## config.mk

```make
export PLATFORM = sky130hd
export DESIGN_NAME = alu_exec_stage
export DESIGN_NICKNAME = d
export VERILOG_FILES = /design/src/rtl/alu_exec_stage_pkg.sv /design/src/rtl/alu_exec_stage_alu_core.sv /design/src/rtl/alu_exec_stage.sv
export SDC_FILE = /design/constraint.sdc
export NUM_CORES = 1
export LEC_CHECK = 0
export CORE_MARGIN = 10
export CORE_UTILIZATION = 35
export CTS_CLUSTER_DIAMETER = 50
export DETAILED_ROUTE_END_ITERATION = 8
export PLACE_DENSITY = 0.6
export SYNTH_ARGS = -nofsm -noshare
export SYNTH_HDL_FRONTEND = slang
export SYNTH_SLANG_ARGS = --single-unit
```

## constraint.sdc

```tcl
create_clock -name clk -period 10 [get_ports clk]
set_clock_uncertainty 0.1 [all_clocks]
set_input_delay 2 -clock clk [delete_from_list [all_inputs] [get_ports clk]]
set_output_delay 2 -clock clk [all_outputs]
set_load 0.03 [all_outputs]
```

## src/rtl/alu_exec_stage_pkg.sv

```systemverilog
// Shared op-code encoding and width defaults for the ALU execute stage.
// Latency: n/a (declarations only).
// Backpressure: n/a.
package alu_exec_stage_pkg;

  localparam int XLEN_DEF = 32;
  localparam int RD_W_DEF = 5;
  localparam int OP_W     = 4;
  localparam int SHAMT_W  = 5;

  typedef enum logic [OP_W-1:0] {
    OP_ADD  = 4'd0,
    OP_SUB  = 4'd1,
    OP_SLL  = 4'd2,
    OP_SLT  = 4'd3,
    OP_SLTU = 4'd4,
    OP_XOR  = 4'd5,
    OP_SRL  = 4'd6,
    OP_SRA  = 4'd7,
    OP_OR   = 4'd8,
    OP_AND  = 4'd9
  } alu_op_e;

endpackage

```

## src/rtl/alu_exec_stage_alu_core.sv

```systemverilog
// Combinational integer ALU: op, a, b -> result plus undefined-op flag.
// Latency: 0 cycles (pure combinational).
// Backpressure: none; the enclosing stage owns all handshaking.
module alu_core
  import alu_exec_stage_pkg::*;
#(
  parameter int XLEN = XLEN_DEF
) (
  input  logic [OP_W-1:0] op,
  input  logic [XLEN-1:0] a,
  input  logic [XLEN-1:0] b,
  output logic [XLEN-1:0] result,
  output logic            illegal
);

  logic [SHAMT_W-1:0] shamt;
  logic               lt_s;
  logic               lt_u;

  assign shamt = b[SHAMT_W-1:0];
  assign lt_s  = $signed(a) < $signed(b);
  assign lt_u  = a < b;

  // Decode the op; undefined codes yield a zero result and raise illegal.
  always_comb begin
    result  = '0;
    illegal = 1'b0;
    case (op)
      OP_ADD:  result = a + b;
      OP_SUB:  result = a - b;
      OP_SLL:  result = a << shamt;
      OP_SLT:  result = XLEN'(lt_s);
      OP_SLTU: result = XLEN'(lt_u);
      OP_XOR:  result = a ^ b;
      OP_SRL:  result = a >> shamt;
      OP_SRA:  result = $unsigned($signed(a) >>> shamt);
      OP_OR:   result = a | b;
      OP_AND:  result = a & b;
      default: illegal = 1'b1;
    endcase
  end

endmodule

```

## src/rtl/alu_exec_stage.sv

```systemverilog
// Single-entry registered ALU execute stage between decode and writeback.
// Latency: 1 cycle from accepted input to out_valid.
// Backpressure: in_ready = !out_valid || out_ready, so a draining entry reloads with no bubble.
module alu_exec_stage
  import alu_exec_stage_pkg::*;
#(
  parameter int XLEN = XLEN_DEF,
  parameter int RD_W = RD_W_DEF
) (
  input  logic            clk,
  input  logic            rst,
  input  logic            in_valid,
  output logic            in_ready,
  input  logic [3:0]      in_op,
  input  logic [XLEN-1:0] in_a,
  input  logic [XLEN-1:0] in_b,
  input  logic [RD_W-1:0] in_rd,
  input  logic            flush,
  output logic            out_valid,
  input  logic            out_ready,
  output logic [XLEN-1:0] out_result,
  output logic [RD_W-1:0] out_rd,
  output logic            out_illegal
);

  logic [XLEN-1:0] alu_result;
  logic            alu_illegal;
  logic            take_in;

  alu_core #(
    .XLEN(XLEN)
  ) u_alu_core (
    .op      (in_op),
    .a       (in_a),
    .b       (in_b),
    .result  (alu_result),
    .illegal (alu_illegal)
  );

  assign in_ready = !out_valid || out_ready;
  assign take_in  = in_valid && in_ready;

  // Output register: reset beats flush, flush beats handshakes; a flush only drops valid.
  always_ff @(posedge clk) begin
    if (rst) begin
      out_valid   <= 1'b0;
      out_result  <= '0;
      out_rd      <= '0;
      out_illegal <= 1'b0;
    end else if (flush) begin
      out_valid <= 1'b0;
    end else if (take_in) begin
      out_valid   <= 1'b1;
      out_result  <= alu_result;
      out_rd      <= in_rd;
      out_illegal <= alu_illegal;
    end else if (out_ready) begin
      out_valid <= 1'b0;
    end
  end

endmodule
```

Word level (Yosys, flattened, before mapping)

Cells that the tools add are included.

Bits in registers: 39
Output and inout port bits: 40
Word-level logic and storage cells: 36

Add/sub/neg operators: 2
$lt $le $gt $ge: 2
Equality and inequality tests: 9
Shift-type cells: 3
Muxes and demuxes: 4
Bitwise gates (word level): 4
Reductions and logical operators: 8

Operator list:

| kind                                           | number |
|---|---|
| case mux 32 bit (10 select lines)              | 1 |
| < comparator 32 bit                            | 2 |
| adder 32 bit                                   | 1 |
| AND 32 bit                                     | 1 |
| OR 32 bit                                      | 1 |
| << shifter 32 x 5 -> 32 bit                    | 1 |
| right shift 32 x 5 -> 32 bit                   | 1 |
| >>> shifter 32 x 5 -> 32 bit                   | 1 |
| subtractor 32 bit                              | 1 |
| XOR 32 bit                                     | 1 |
| == test 4 x 3 -> 1 bit (second input constant) | 4 |
| OR reduction 10 bit                            | 1 |
| == test 4 x 2 -> 1 bit (second input constant) | 2 |
| == test 4 bit (second input constant)          | 2 |
| == test 4 x 1 -> 1 bit (second input constant) | 1 |
| zero test 4 bit                                | 1 |
| two-way mux 1 bit                              | 3 |
| AND reduction 2 bit                            | 1 |
| nonzero test 2 bit                             | 1 |
| OR reduction 2 bit                             | 1 |
| logical AND 1 bit                              | 1 |
| zero test 1 bit                                | 1 |
| logical OR 1 bit                               | 1 |
| NOT 1 bit                                      | 1 |

Logic depth before layout (Yosys ltp)

Word-level depth: 4
Mapped depth: 15

Hierarchy

Synthesis repeated with hierarchy kept, for this count alone.

Cell total of the unflattened synthesis: 1450
Area, all modules: 10435.0 µm²

By module, submodules not included:

| module         | times used | cells each | area an instance (µm²) | sequential area each (µm²) |
|---|---|---|---|---|
| alu_core       | 1          | 1280       | 8670.8                 | 0.0 |
| alu_exec_stage | 1          | 170        | 1764.2                 | 780.7 |

Worst setup path before layout

Ideal clock, no wire load.

Path type: input to register
From: input in_b[2]
To: register out_result[30]
Setup time: 62 ps
Arrival time: 5131 ps
Data required time: 9838 ps
Setup slack: 4707 ps
Stages on the path: 15
Path through: buf_2 -> clkinv_1 -> clkbuf_1 -> clkbuf_1 -> ha_1 -> buf_2 -> nor2b_1 -> o211a_1 -> o31ai_1 -> a211o_1 -> a21oi_2 -> a21oi_1 -> o31a_1 -> o311a_1 -> nand3_1

Cells in the longest elaborated chain, start to end: 2
Elaborated cells between the ends (all ways): 6

Ends and longest elaborated chain:

| element                                         | RTL line                      | text |
|---|---|---|
| from (decl)                                     | alu_exec_stage.sv:16          | `input logic [XLEN-1:0] in_b,` |
| subtractor 32 bit, or another cell as far along | alu_exec_stage_alu_core.sv:30 | `OP_SUB: result = a - b;` |
| case mux 32 bit (10 select lines) *             | alu_exec_stage_alu_core.sv:28 | `case (op)` |
| to (signal assigned)                            | alu_exec_stage.sv:54          | `out_result <= alu_result;` |
| to (decl)                                       | alu_exec_stage.sv:21          | `output logic [XLEN-1:0] out_result,` |

Every way passes the cells marked *; elsewhere a longest branch is shown, timed or not.
A chain may end at the register's enable or synchronous reset.

Final worst setup path

Same ends and word-level chain as after synthesis.

==> impl_table.tex <==
\begin{tabular}{lr}
\hline
Metric & Value \\
\hline
\multicolumn{2}{l}{\textbf{Cells and area}} \\
\quad Final antenna diode count & 0 \\
\quad Area overhead of the layout relative to synthesis & 15.5\% \\
\quad Share of cells above drive strength 1 & 8.82\% \\
\quad Number of nets in the final layout & 1593 \\
\multicolumn{2}{l}{\textbf{Route}} \\
\quad Iteration count of the initial detailed-routing pass & 6 \\
\quad Violation count after the first detailed-route iteration & 1497 \\
\quad Vias per Instance & 6.34 \\
\quad Total number of vias & 11373 \\
\quad Wirelength per Cell & 25.5 µm \\
\quad Final wirelength & 45900 µm \\
\quad DRC violation count after routing & 0 \\
\quad ANT nets after route & 0 \\
\multicolumn{2}{l}{\textbf{STA}} \\
\quad Unrepaired setup endpoints after global routing & false \\
\quad Slew headroom & 33.1\% \\
\quad Slew Viols, Final & 0 \\
\quad Hold Violations, Final & 0 \\
\quad Sum of negative setup slack & 0 ns \\
\quad Minimum hold slack & 0.354 ns \\
\quad Final setup violation count & 0 \\
\quad Tightest Pin Transition & 1.00 ns \\
\quad Min Tclk post-route & 5.86 ns \\
\quad Upper clock frequency limit & 171 MHz \\
\quad Final worst-path cycle share & 58.6\% \\
\multicolumn{2}{l}{\textbf{Status}} \\
\quad Result of the run & finished, final reports clean \\
\multicolumn{2}{l}{\textbf{Clock network}} \\
\quad Clock tree sinks & 39 \\
\quad Hold-fix buffers at CTS & 0 \\
\quad Clock-pin slew on the worst setup and hold paths & 0.07 ns \\
\quad Worst-Skew Late Latency & 0.30 ns \\
\quad Clock Path Buffers & 2 \\
\quad Count of cells resized by post-cts repair & 0 \\
\quad Clock buffers created by TritonCTS & 5 \\
\quad Setup bufs post-CTS & 0 \\
\quad Library cell used as clock root buffer & clkbuf\_16 \\
\quad H-Tree Level Count & 2 \\
\quad TritonCTS clock tree & yes \\
\multicolumn{2}{l}{\textbf{Global routing}} \\
\quad Global routing usage summed across all routing layers & 24.5\% \\
\quad Vias in the first global route & 10620 \\
\quad Remaining global-route overflow & 0 \\
\quad Global-route wire length before repair & 68100 µm \\
\quad Initial antenna violation count & 0 \\
\quad Maximum number of pins on one net before global-route repair & 73 \\
\multicolumn{2}{l}{\textbf{Setup path}} \\
\quad WP buf/inv & 4 \\
\quad Longest individual stage delay on the worst path & 0.56 ns \\
\quad Kind of cell adding the most delay to the critical path & compound AO/OA/AOI/OAI gates \\
\quad Cell mode on critical path & buf\_4 \\
\quad Highest net fanout along the worst path & 51 \\
\quad Cell-by-cell listing of the critical path & clkdlybuf4s50\_1, buf\_4, inv\_2, buf\_4, ha\_1, nor2b\_1, o211a\_1, o31ai\_1, a211o\_1, a21oi\_2, a21oi\_1, o31a\_1, o311a\_1, nand3\_1 \\
\quad Worst path slowest cell & buf\_4 \\
\quad Worst setup path category & primary input to flop \\
\quad Origin of the critical flop-to-flop path & out\_valid\$\_SDFFE\_PP0P\_ \\
\quad Slack of the worst reg-to-reg path & 7.39 ns \\
\quad CP Data Arrival Time & 6.01 ns \\
\quad FF-to-FF End & out\_result[8]\$\_SDFFE\_PP0P\_ \\
\quad CP Launch Type & primary input \\
\quad Logic depth of the worst register-to-register path & 9 \\
\quad Kind of end point of the critical path & flop \\
\quad Req. time, crit path & 10.15 ns \\
\multicolumn{2}{l}{\textbf{Placement}} \\
\quad Final weighted congestion in routability-driven placement & 1.02 \\
\quad HPWL after detailed placement & 35600 µm \\
\quad Number of buffers inserted by port buffering & 117 \\
\multicolumn{2}{l}{\textbf{Worst hold path}} \\
\quad Path type of the worst min-delay path & flop to flop \\
\quad Number of stages on the worst hold path & 2 \\
\quad Worst-case hold path end point & out\_rd[0]\$\_SDFFE\_PP0P\_ \\
\quad Hold Path Origin & out\_rd[0]\$\_SDFFE\_PP0P\_ \\
\multicolumn{2}{l}{\textbf{Synthesis}} \\
\quad Register area share after synthesis & 7.87\% \\
\quad Flip-flop cell with the highest count after synthesis & dfxtp\_1 \\
\quad Leading area contributor after synthesis & mux4\_2 \\
\quad Number of enable-type register cells in the synthesized netlist & 0 \\
\quad Yosys warnings & 0 \\
\quad Count of cell types in the netlist & 80 \\
\quad Synthesis-stage register bit count & 39 \\
\quad Fraction of synthesis flops using an asynchronous set or reset pin & 0\% \\
\quad Post-Synthesis Cells & 1374 \\
\quad Top-count cell post-synth & nor2\_1 \\
\quad Combined area of all synthesized cells & 9930 µm² \\
\quad Avg Synthesized Cell Area & 7.22 µm² \\
\quad Net Count, Synth & 1551 \\
\quad Top cells by instance count after synthesis & 155 x nor2\_1, 142 x a21oi\_1, 110 x nand2\_1 \\
\quad Fraction of post-synthesis cell area in the top cell type by area & 14.3\% \\
\quad Top cells by area, synth & mux4\_2 14\%, ha\_1 12\%, dfxtp\_1 7.9\% \\
\multicolumn{2}{l}{\textbf{Floorplan}} \\
\quad Effective utilization at floorplan & 35.6\% \\
\quad Die boundary width & 188 µm \\
\quad DIE HEIGHT & 188 µm \\
\quad \# IOs & 118 \\
\quad Full die area & 35500 µm² \\
\quad Core Box Area & 27900 µm² \\
\quad Number of placement rows & 61 \\
\multicolumn{2}{l}{\textbf{Power}} \\
\quad Total power & 941 µW \\
\quad IR drop worst, VDD & 0.0648 mV \\
\quad Static leakage & 0.00452 µW \\
\quad Power Dens Cells & 82.2 nW/µm² \\
\multicolumn{2}{l}{\textbf{Flow run}} \\
\quad Max-cap check violation count & 0 \\
\hline
\end{tabular}
[worst register-to-register path: cells and delay by family, from the launching register on]
family | cells | cell delay, ns
flops | 1 | 0.32
compound gates | 2 | 0.70
buf+inv | 2 | 0.43
simple gates | 5 | 0.96
[cells in the final DEF (no fill, tap or decap), types with 6 or more instances in the layout]
| cell type | synthesis | final |
|---|---|---|
| o21a_1 | 6 | 6 |
| mux4_2 | 63 | 63 |
| a21oi_1 | 142 | 142 |
| o21ai_1 | 45 | 45 |
| dfxtp_1 | 39 | 39 |
| nor2b_1 | 14 | 14 |
| o31ai_1 | 7 | 7 |
| buf_4 | 3 | 29 |
| or3_1 | 10 | 10 |
| nand3_1 | 25 | 25 |
| a211oi_1 | 14 | 14 |
| mux2i_1 | 41 | 41 |
| a211o_1 | 7 | 7 |
| and3_1 | 7 | 7 |
| o22ai_1 | 15 | 15 |
| nand2_1 | 110 | 110 |
| xnor2_1 | 16 | 16 |
| nor2_1 | 155 | 154 |
| mux2_2 | 6 | 6 |
| o2111ai_1 | 9 | 9 |
| a22oi_1 | 14 | 14 |
| nor3_1 | 33 | 33 |
| a221oi_1 | 20 | 20 |
| a21o_1 | 22 | 22 |
| a222oi_1 | 9 | 9 |
| o21bai_1 | 7 | 7 |
| o311ai_1 | 6 | 6 |
| o211ai_1 | 14 | 14 |
| nand2b_1 | 15 | 15 |
| and2_1 | 9 | 9 |
| a31oi_1 | 15 | 15 |
| ha_1 | 97 | 97 |
| clkdlybuf4s50_1 | 0 | 113 |
| inv_1 | 93 | 93 |
| nand4_1 | 11 | 11 |
| o21ai_0 | 91 | 91 |
[metrics by stage]
stage / utilization, % / instance area [µm²] / setup WS (ns) / std cells
2_1_floorplan: - / 9930 / 4.71 / 1374
3_3_place_gp: 40.5 / 11300 / 3.93 / 1787
3_5_place_dp: 40.5 / 11300 / 3.93 / 1787
4_1_cts: 41.1 / 11500 / 4.23 / 1795
5_1_grt: 41.1 / 11500 / 3.91 / 1795
6_report: 41.1 / 11500 / 4.14 / 1795
[layout make-up]
cell class / instances / area, µm²
Fill cell: 2953 / 16400
Multi-Input combinational cell: 1128 / 8310
Timing Repair Buffer: 144 / 1360
Sequential cell: 39 / 781
Tap cell: 378 / 473
Inverter: 98 / 368
Clock buffer: 5 / 125
Clock inverter: 3 / 43.8
[kinds of logic after synthesis]
kind of cell             count (synthesis)  synth area share (%)
XOR/XNOR                                21                  1.85
flip-flops                              39                  7.87
AO/OA/AOI/OAI                          486                  31.0
AND/OR/NAND/NOR                        411                  18.8
buffers and inverters                  207                  8.48
adder cells (fa/ha/maj)                 99                  12.6
multiplexers                           111                  19.4
[flip-flops by register name, indices dropped and copies added, names as in the netlist]
register	count
out_result	32
out_illegal	1
out_valid	1
out_rd	5
[worst max-delay path by stage]
| stage | start | endpoint | slack [ns] | cells past startpoint |
|---|---|---|---|---|
| final | in_b[2] | out_result[30]$_SDFFE_PP0P_ | 4.14 | 14 |
| after global routing | in_b[2] | out_result[29]$_SDFFE_PP0P_ | 3.91 | 13 |
| after CTS | in_b[2] | out_result[30]$_SDFFE_PP0P_ | 4.23 | 14 |
| after detailed placement | in_b[2] | out_result[30]$_SDFFE_PP0P_ | 3.93 | 14 |
| after global placement | in_b[2] | out_result[30]$_SDFFE_PP0P_ | 3.93 | 14 |
| after floorplan | in_b[2] | out_result[30]$_SDFFE_PP0P_ | 4.71 | 15 |
[metal layers]
layer / part of all wire (%) / vias up / global-route usage [%]
li1: - / 5167 / -
met1: 42 / 5445 / 33.3
met2: 44 / 666 / 37.5
met3: 9.2 / 95 / 3.93
met4: 4.8 / 0 / 10.6
met5: 0 / - / 0
[where the power goes]
part	internal [µW]	total, µW	switching (µW)
clock	118	195	76.7
sequential	161	165	4.01
combinational	219	582	363
No activity file was read; power rests on OpenSTA's default activity.
==> RTL edit 1 (same settings) <==
The package constant `XLEN_DEF` goes from 32 to 24.
--- a/src/rtl/alu_exec_stage_pkg.sv
+++ b/src/rtl/alu_exec_stage_pkg.sv
@@ -3,7 +3,7 @@
 // Backpressure: n/a.
 package alu_exec_stage_pkg;
 
-  localparam int XLEN_DEF = 32;
+  localparam int XLEN_DEF = 24;
   localparam int RD_W_DEF = 5;
   localparam int OP_W     = 4;
   localparam int SHAMT_W  = 5;
Interface: changed (resized in_a, in_b and out_result); port bits go from 118 to 94. No check against the original RTL was run, so the function may have changed too.
==> RTL edit 1 against the unedited design <==
Largest cell class unchanged; sequential cell count down 8; critical path type unchanged; count of clock-buffer cells in the layout up 1; design area down 23%; area after synthesis down 23%; highest routed layer unchanged; die area down 21%; wire length down 25%; worst setup slack better by 0.17 ns; total power down 21%; critical endpoint is now out_result[19].
==> RTL edit 1: results (changes against the unedited design) <==
outcome: "completed"
pre_cts_ws_ns: 4.08  # +0.146 ns
crit_slowest_cell: "o31ai_1"
htreeDepth: 2  # unchanged
drt_iter0_drc: 999  # -33%
synth_area_per_cell_sq_um: 7.09  # -1.8%
port-buffer-count: 93  # -21%
post-dp-hpwl_um: 25800  # -28%
p_leak_nw: 3.53  # -22%
numPlacedInstances: 1381  # -23%
grt_pass1_wl_um: 51900  # -24%
postPlaceCellArea_sq_mm: 0.00870  # -23%
root_buffer: "clkbuf_16"
period_needed_ns: 5.69  # -0.171 ns
synthTopCellsByCount: "128 x nor2_1, 100 x nand2_1, 99 x a21oi_1"
ctsLongestPathBuffers: 2  # unchanged
route.vias.total: 8857  # -22%
synth_nets: 1210  # -22%
clk_latency_ns: 0.29
dr.pass1.iters: 7  # +1
cp-startpoint: "in_b[4]"
synthArstFlopShare_pct: 0  # unchanged
synth-seq-area-share_pct: 8.15  # +0.29 points
vias_per_cell: 6.38  # +0.64%
reg2reg_to: "out_result[23]"
cts_made_buffers: 5  # unchanged
irDropWorstVdd_uv: 42.7  # -34%
wl_per_cell_um: 24.7  # -3.4%
rr_worst_depth: 7  # -2
arrival_ns: 5.78  # -0.23 ns
layout-drive-gt1-share_pct: 8.62  # -0.20 points
cp_max_fo: 40  # -22%
antenna_found_initial: 0  # unchanged
crit_family: "buffers and inverters"
grt_max_degree: 67  # -8.2%
clkTransAtPathRegs_ns: 0.06
tightestPinTransition_ns: 1.14  # +0.139 ns
grt_pass1_vias: 8297  # -22%
critical_path.endpoint: "out_result[19]"
r2r_slack_ns: 7.27  # -0.12 ns
gp_congestion: 0.987  # -3.3%
final_nets: 1250  # -22%
grt_use_total_pct: 23.0  # -1.5 points
reg_top3: "out_result (24), out_rd (5)"
hold_ws_ns: 0.356  # +0.00216 ns
synth_cell_types: 91  # +14%
yosys-top-cells-area: "ha_1 12%, dfxtp_1 8.2%, a21oi_1 6.5%"
RTL edit 1: cell types whose count changed after synthesis, sizes merged, moves of 13 or more:
cell,change
o21ai,-81
mux4,-44
a21oi,-43
inv,-27
nor2,-27
ha,-24
clkbuf,-19
a211oi,+15
nand3,-13
RTL edit 1: layout make-up:
type	count	area [sq um]
clock inverter	2	35.0
sequential	31	621
multi-input combinational	894	6420
timing repair buffer	112	1050
clock buffer	6	139
inverter	69	259
fill	2231	12300
tap	275	344
RTL edit 1: how the worst min path moves through the flow:
stage                               from             end
after detailed placement  out_result[12]  out_result[12]
after CTS                 out_result[12]  out_result[12]
final                     out_result[12]  out_result[12]
after floorplan           out_result[12]  out_result[12]
after global placement    out_result[12]  out_result[12]
after global routing      out_result[12]  out_result[12]
RTL edit 1: tightest hold or removal path, delay by kind of cell (launching register included):
kind	cells	cell delay (ns)
simple gates	1	0.05
compound gates	1	0.05
flops	1	0.31
RTL edit 1: layer usage:
layer	wire (um)	track usage, %	part of all wire, %
met5	0	0	0
met3	3780	6.34	11
met1	14700	31.0	43
met2	14600	34.4	43
met4	1250	7.49	3.6
RTL edit 1: cells by family (layout without fill, tap and decap cells):
kind of cell / Yosys count / after routing / synth area share (%)
buffers and inverters: 148 / 189 / 7.87
xor gates and xnor gates: 6 / 6 / 0.690
AOI/OAI and AO/OA: 382 / 382 / 35.0
muxes: 78 / 78 / 13.8
DFF: 31 / 31 / 8.15
and+or+nand+nor: 353 / 353 / 21.9
adders and majority gates: 75 / 75 / 12.5
RTL edit 1: report_power, final:
group	internal, mW	switching [mW]
sequential	0.129	0.00380
combinational	0.157	0.263
clock	0.124	0.0670
total	0.410	0.333
==> RTL edit 2 (same settings) <==
Made on the original files. Remove the case item `OP_SRA` of the case on `op`.
--- a/src/rtl/alu_exec_stage_alu_core.sv
+++ b/src/rtl/alu_exec_stage_alu_core.sv
@@ -33,7 +33,6 @@
       OP_SLTU: result = XLEN'(lt_u);
       OP_XOR:  result = a ^ b;
       OP_SRL:  result = a >> shamt;
-      OP_SRA:  result = $unsigned($signed(a) >>> shamt);
       OP_OR:   result = a | b;
       OP_AND:  result = a & b;
       default: illegal = 1'b1;
Function: changed (Yosys sat finds a counterexample within 4 cycles, from zero or initial values and one cycle with rst high).
==> RTL edit 2 against the unedited design <==
Sequential cell count unchanged; final cell count down 1.5%; area after synthesis down 1.2%; sequential share of layout area is 0.091 points higher; worst setup slack improved by 0.11 ns; total power fell by 0.28%; wire length up 0.81%; design area down 1.3%; global-route usage up 0.51 points.
==> RTL edit 2: results (changes against the unedited design) <==
num-fill-cells: 2910  # -1.5%
design_area_sq_mm: 0.0113  # -1.3%
multi_input_area_share_pct: 72.7  # +0.14 points
yosysTopAreaCell: "ha_1"
grt_use_total_pct: 25.0  # +0.51 points
wl_met3_um: 4830  # +14%
gr-usage-met1_pct: 34.8  # +1.6 points
power_frac_comb_pct: 62.0  # +0.2 points
outcome: "completed"
drt_iter0_drc: 1580  # +5.5%
num-nonclk-buffers: 138  # -4.2%
grt_max_degree: 67  # -8.2%
vias_per_cell: 6.54  # +3.2%
synth_compound_area_share_pct: 34.7  # +3.7 points
synth_area_sq_mm: 0.00980  # -1.2%
met1Wirelength_um: 19600  # +0.59%
nonClkBufAreaFrac_pct: 11.6  # -0.22 points
final_nets: 1566  # -1.7%
synth_cell_types: 82  # +2.5%
cp_max_fo: 66  # +29%
arrival_ns: 5.86  # -0.15 ns
wl_per_cell_um: 26.1  # +2.3%
numPlacedInstances: 1760  # -1.5%
synthTopCellsByCount: "151 x nor2_1, 146 x a21oi_1, 101 x nand2_1"
grt_pass1_wl_um: 69500  # +2.0%
synthMuxAreaShare_pct: 16.7  # -2.7 points
post-dp-hpwl_um: 35900  # +0.99%
multi_input_gates: 1111  # -1.5%
p_leak_nw: 4.39  # -2.8%
-- RTL edit 2: cell types whose count changed in the layout (fill, tap and decap cells not counted), moves of 11 or more --
cell and change:
o21ai_0 -28, o21ai_1 -17, o31ai_1 +15, a211oi_1 +14
o221ai_1 +12, mux4_2 -11
-- RTL edit 2: per-stage QoR --
| stage | hold slack [ns] | total power, mW |
|---|---|---|
| floorplan | 0.477 | 0.533 |
| global placement | 0.342 | 0.726 |
| detailed placement | 0.347 | 0.727 |
| CTS | 0.355 | 0.922 |
| global route | 0.379 | 0.983 |
| finish | 0.352 | 0.939 |
-- RTL edit 2: final timing paths --
check	from	to	slack (ns)	cells past startpoint
worst max register to register	out_valid	out_result[0]	6.61	9
worst max-delay path	in_b[1]	out_result[25]	4.25	13
worst min-delay path	out_rd[0]	out_rd[0]	0.35	2
worst min register to register	out_rd[0]	out_rd[0]	0.35	2
